[src/rtl/fp_op_scheduler.sv]
// fp_op_scheduler: shares one float ALU between two clients with
// round-robin grant, operand latching, ALU handshake and a watchdog.
module fp_op_scheduler #(
  parameter int P       = 23,
  parameter int E       = 8,
  parameter int N       = P + E + 1,
  parameter int TIMEOUT = 64
) (
  input  logic           clk,
  input  logic           rst_n,
  input  logic [1:0]     req_valid,
  output logic [1:0]     req_ready,
  input  logic [2*N-1:0] req_op_a,
  input  logic [2*N-1:0] req_op_b,
  input  logic [5:0]     req_op_code,
  input  logic [1:0]     req_mode_fp,
  input  logic [1:0]     req_round_mode,
  output logic [1:0]     rsp_valid,
  input  logic [1:0]     rsp_ready,
  output logic [N-1:0]   rsp_result,
  output logic [4:0]     rsp_flags,
  output logic           rsp_timeout,
  output logic [N-1:0]   alu_op_a,
  output logic [N-1:0]   alu_op_b,
  output logic [2:0]     alu_op_code,
  output logic           alu_mode_fp,
  output logic           alu_round_mode,
  output logic           alu_start,
  output logic           alu_ready_in,
  input  logic           alu_valid_out,
  input  logic           alu_ready_out,
  input  logic [N-1:0]   alu_result,
  input  logic [4:0]     alu_flags
);

  typedef enum logic [1:0] {
    S_IDLE,
    S_ISSUE,
    S_WAIT,
    S_RESP
  } state_t;

  localparam logic [7:0] WD_LAST  = 8'(TIMEOUT - 1);
  localparam logic [4:0] FLAG_INV = 5'b10000;

  state_t         state;
  logic           rr_ptr;
  logic           grant_id;
  logic [7:0]     wdog;
  logic [N-1:0]   op_a_q;
  logic [N-1:0]   op_b_q;
  logic [2:0]     op_code_q;
  logic           mode_fp_q;
  logic           round_mode_q;
  logic [N-1:0]   res_q;
  logic [4:0]     flags_q;
  logic           timeout_q;

  logic           grant;
  logic           any_req;
  logic           accept;
  logic           op_ok;
  logic           rsp_ack;
  logic [N-1:0]   sel_a;
  logic [N-1:0]   sel_b;
  logic [2:0]     sel_op;
  logic           sel_mode;
  logic           sel_rnd;

  assign any_req = |req_valid;
  assign accept  = |(req_valid & req_ready);
  assign rsp_ack = rsp_ready[grant_id];

  assign alu_op_a       = op_a_q;
  assign alu_op_b       = op_b_q;
  assign alu_op_code    = op_code_q;
  assign alu_mode_fp    = mode_fp_q;
  assign alu_round_mode = round_mode_q;
  assign rsp_result     = res_q;
  assign rsp_flags      = flags_q;
  assign rsp_timeout    = timeout_q;

  // Preferred client wins if valid, otherwise the other one
  always_comb begin
    grant = rr_ptr;
    if (!req_valid[rr_ptr]) grant = ~rr_ptr;
  end

  // Select the granted client's request fields
  always_comb begin
    sel_a    = grant ? req_op_a[2*N-1:N] : req_op_a[N-1:0];
    sel_b    = grant ? req_op_b[2*N-1:N] : req_op_b[N-1:0];
    sel_op   = grant ? req_op_code[5:3] : req_op_code[2:0];
    sel_mode = req_mode_fp[grant];
    sel_rnd  = req_round_mode[grant];
  end

  // Only add, sub, mul and div are sent to the ALU
  always_comb begin
    op_ok = 1'b0;
    unique case (sel_op)
      3'b000, 3'b001,
      3'b010, 3'b100: op_ok = 1'b1;
      default:        op_ok = 1'b0;
    endcase
  end

  // Handshake outputs from state, all forced low in reset
  always_comb begin
    req_ready    = '0;
    rsp_valid    = '0;
    alu_start    = 1'b0;
    alu_ready_in = 1'b0;
    if (rst_n) begin
      unique case (1'b1)
        (state == S_IDLE):  req_ready[grant] = any_req;
        (state == S_ISSUE): alu_start = alu_ready_out;
        (state == S_WAIT):  alu_ready_in = 1'b1;
        (state == S_RESP):  rsp_valid[grant_id] = 1'b1;
        default: ;
      endcase
    end
  end

  // Operation sequencer with latched request and response
  always_ff @(posedge clk or negedge rst_n) begin
    if (!rst_n) begin
      state        <= S_IDLE;
      rr_ptr       <= 1'b0;
      grant_id     <= 1'b0;
      wdog         <= '0;
      op_a_q       <= '0;
      op_b_q       <= '0;
      op_code_q    <= '0;
      mode_fp_q    <= 1'b0;
      round_mode_q <= 1'b0;
      res_q        <= '0;
      flags_q      <= '0;
      timeout_q    <= 1'b0;
    end else begin
      unique case (state)
        S_IDLE: begin
          if (accept) begin
            op_a_q       <= sel_a;
            op_b_q       <= sel_b;
            op_code_q    <= sel_op;
            mode_fp_q    <= sel_mode;
            round_mode_q <= sel_rnd;
            grant_id     <= grant;
            if (op_ok) begin
              state <= S_ISSUE;
            end else begin
              res_q     <= '0;
              flags_q   <= FLAG_INV;
              timeout_q <= 1'b0;
              state     <= S_RESP;
            end
          end
        end
        S_ISSUE: begin
          if (alu_ready_out) begin
            wdog  <= '0;
            state <= S_WAIT;
          end
        end
        S_WAIT: begin
          if (alu_valid_out) begin
            res_q     <= alu_result;
            flags_q   <= alu_flags;
            timeout_q <= 1'b0;
            state     <= S_RESP;
          end else if (wdog == WD_LAST) begin
            res_q     <= '0;
            flags_q   <= FLAG_INV;
            timeout_q <= 1'b1;
            state     <= S_RESP;
          end else begin
            wdog <= wdog + 8'd1;
          end
        end
        S_RESP: begin
          if (rsp_ack) begin
            rr_ptr <= ~grant_id;
            state  <= S_IDLE;
          end
        end
        default: state <= S_IDLE;
      endcase
    end
  end

endmodule

[config.mk]
export PLATFORM = sky130hd
export DESIGN_NAME = fp_op_scheduler
export DESIGN_NICKNAME = d
export VERILOG_FILES = /design/src/rtl/fp_op_scheduler.sv
export SDC_FILE = /design/constraint.sdc
export NUM_CORES = 1
export LEC_CHECK = 0
export CORE_MARGIN = 2
export CORE_UTILIZATION = 40
export CTS_BUF_LIST = sky130_fd_sc_hd__clkbuf_16
export DETAILED_ROUTE_END_ITERATION = 10
export PLACE_DENSITY = 0.9
export SLEW_MARGIN = 20
export SYNTH_ARGS = -nofsm -noshare
export SYNTH_HDL_FRONTEND = slang
export SYNTH_SLANG_ARGS = --single-unit
[constraint.sdc]
create_clock -name clk -period 2.2 [get_ports clk]
set_input_delay 0.44 -clock clk [delete_from_list [all_inputs] [get_ports clk]]
set_output_delay 0.44 -clock clk [all_outputs]
set_load 0.03 [all_outputs]
==> out/results.ini <==
[outcome]
status=finished clean

[yosys]
syn_area_per_cell_um2=11.06
synth.top_cell.area_share=0.5228
postSynthCellCount=515
synth_seq_area_share=0.5228
ys_ff_latch=119
syn_nets=704
syn_area_um2=5695
synth_largest_area_cell=dfrtp_1
yosysWarnings=0
synthTopCellsByArea=dfrtp_1 52%, mux2i_1 13%, o21ai_0 6.3%, mux2_4 5.3%, nand2_1 5.1%
yosysUniqueCellTypes=33

[grt]
grt_pass1_wl_mm=25.89
antenna_found_initial=0
grt.overflow.total=0
grt_max_degree=88
first_global_vias=4965
gr-usage-all-layers=0.2246

[routing]
wl_per_cell_um=17.13
via_per_inst=4.924
dr.pass1.iters=4
drt_iter0_drc=214
drc_errors=0
vias=4949
drt-total-wl_mm=17.21
final_antenna_net_count=0

[floorplan]
dieArea_um2=15210
pin_count=296
coreArea_um2=13880
die_y_um=123.3
rows=43
start_util=0.4103
die_x_um=123.3

[critical_path]
path_class=flop to flop
worst_ep_required_time_ps=2490
max_stage_delay_ps=390
cp_slowest_cell=dfrtp_1
arrival_ps=2420
worstPathMaxFanout=25
critPathCaptureType=flop
path_cells=ha_1 -> and4bb_1 -> nand2_1 -> a22oi_1 -> o221ai_4 -> buf_12 -> mux2_4
start_kind=flop

[final_layout]
fillers=1029
layout.nets=1002
stdcell_count=1005
antennaDiodeCount=0
mostFrequentLayoutCells=288 x clkdlybuf4s50_1, 119 x dfrtp_1, 78 x nand2_1, 73 x mux2i_1, 72 x o21ai_0
drive_gt1_frac=0.1200
fin_area_um2=9549
area_growth_syn_to_layout_pct=67.66
final_common_cell=clkdlybuf4s50_1

[power_and_ir_drop]
peakVddDrop_v=0.0008409
power_leakage_nw=4.497
total_power_mw=13.73
p_per_area_nw_per_um2=1438

[timing]
fin_crit_sh=0.9681
fin_skew_ps=8.679
final_hold_viol_count=0
slew_headroom=0.5295
drv_slew=0
min_period_ps=2130
rsz0062_at_grt=true
worst_pin_slew_ps=705.8
setup_ws_ps=70.25
max_freq_mhz=469.5
final-setup-viol-count=0

[placement]
io_buffers=295
gp_congestion=0.7592
place_ws_ps=-342.7
dp_cells=972
place_area_um2=8924
hpwl_mm=12.64

[min_path]
hold_class=input port to asynchronous set/reset pin

[clocking]
ctsHoldBuffers=0
cts_tree=built
htreeDepth=4
insertion_delay_ps=410
numCtsBuffers=17
cts-root-buf=clkbuf_16
clkSinkCount=119
cts_buffer_depth=2
path_clk_slew_ps=50

[run]
cap_violations=0

-- cell usage after synthesis --
cell      instances
a211oi_2          1
a21boi_1          1
a21o_1            1
a21oi_1           5
a22oi_1           1
a311oi_1          1
a31oi_1           1
and2_1            2
and3_1           40
and4bb_1          1
buf_2             8
buf_6             3
clkbuf_1         23
dfrtp_1         119
ha_1              6
inv_1             3
mux2_2           19
mux2_4           20
mux2i_1          73
nand2_1          78
nand2_2           1
nand2b_1          2
nand2b_2          1
nand3_1           1
nand4_1           4
nor2_1           15
nor2b_1           3
o211ai_1          1
o21ai_0          72
o221ai_2          1
or3_1             1
xnor2_1           1
xor2_1            6
-- cell type report --
class,instances,area (um2),area share
clock buffer,17,425.4,0.04455
clock inverter,14,166.4,0.01743
inverter,3,11.26,0.001179
multi-input combinational,359,2581,0.2703
sequential,119,2978,0.3118
tap,180,225.2,0.02358
timing repair buffer,313,3162,0.3311
-- worst paths after layout --
path | from | end | slack [ps] | depth (start not counted)
worst max-delay path | wdog[0]$_DFFE_PN0P_ | rsp_result[13]$_DFFE_PN0P_ | 70 | 7
worst min-delay path | rst_n | alu_op_a[5]$_DFFE_PN0P_ | 110 | 2
worst max register to register | wdog[0]$_DFFE_PN0P_ | rsp_result[13]$_DFFE_PN0P_ | 70 | 7
worst min register to register | alu_op_b[21]$_DFFE_PN0P_ | alu_op_b[21]$_DFFE_PN0P_ | 470 | 2
max in group asynchronous | rst_n | alu_op_b[21]$_DFFE_PN0P_ | 1220 | 3
min in group clk | alu_op_b[21]$_DFFE_PN0P_ | alu_op_b[21]$_DFFE_PN0P_ | 470 | 2
-- timing repair --
action	CTS	global route
setup buffers	0	2
pin swaps	0	0
resized for setup	4	3
gates cloned	0	0
setup endpoints to repair	2	5
-- power breakdown --
group / internal, mW / leakage [nW] / switching [mW]
clock network: 1.86 / 0.299 / 0.956
logic: 3.27 / 2.66 / 3.93
registers: 3.17 / 1.54 / 0.553
total: 8.29 / 4.50 / 5.44
-- worst max-delay path: cells and delay by family, from the launching register on --
family,cells,cell delay [ps]
buffers and inverters,1,220
AND/OR/NAND/NOR,2,360
multiplexers,1,310
adder cells (fa/ha/maj),1,220
AO/OA/AOI/OAI,2,510
flip-flops,1,390
-- registers in the layout (all words and copies together), names as in the netlist --
signal / cells
alu_mode_fp: 1
alu_op_a: 32
alu_op_b: 32
alu_op_code: 3
alu_round_mode: 1
grant_id: 1
rr_ptr: 1
rsp_flags: 5
rsp_result: 32
rsp_timeout: 1
state: 2
wdog: 8
-- metrics by stage --
step	TNS [ps]	util	hold WS, ps
global route	-6.696	0.6879	131.6
global placement	-10140	0.6429	460.5
CTS	0	0.6859	119.1
floorplan	0	-	144.4
finish	0	0.6879	107.6
detailed placement	-13370	0.6429	469.1
-- cell families after synthesis --
kind of cell,count (synthesis),synth area share
AND/OR/NAND/NOR,149,0.1241
multiplexers,112,0.2186
adder cells (fa/ha/maj),6,0.01318
XOR/XNOR,7,0.01076
AO/OA/AOI/OAI,85,0.08041
buffers and inverters,37,0.03010
flip-flops,119,0.5228
-- layer usage --
metal,global-route usage,share of wire,up-vias
met1,0.2624,0.39,2347
met3,0.06411,0.069,33
met5,0,0,-
met4,0.09517,0.023,0
met2,0.3853,0.52,159
li1,-,-,2410
Power figures use the tool's default switching activity.
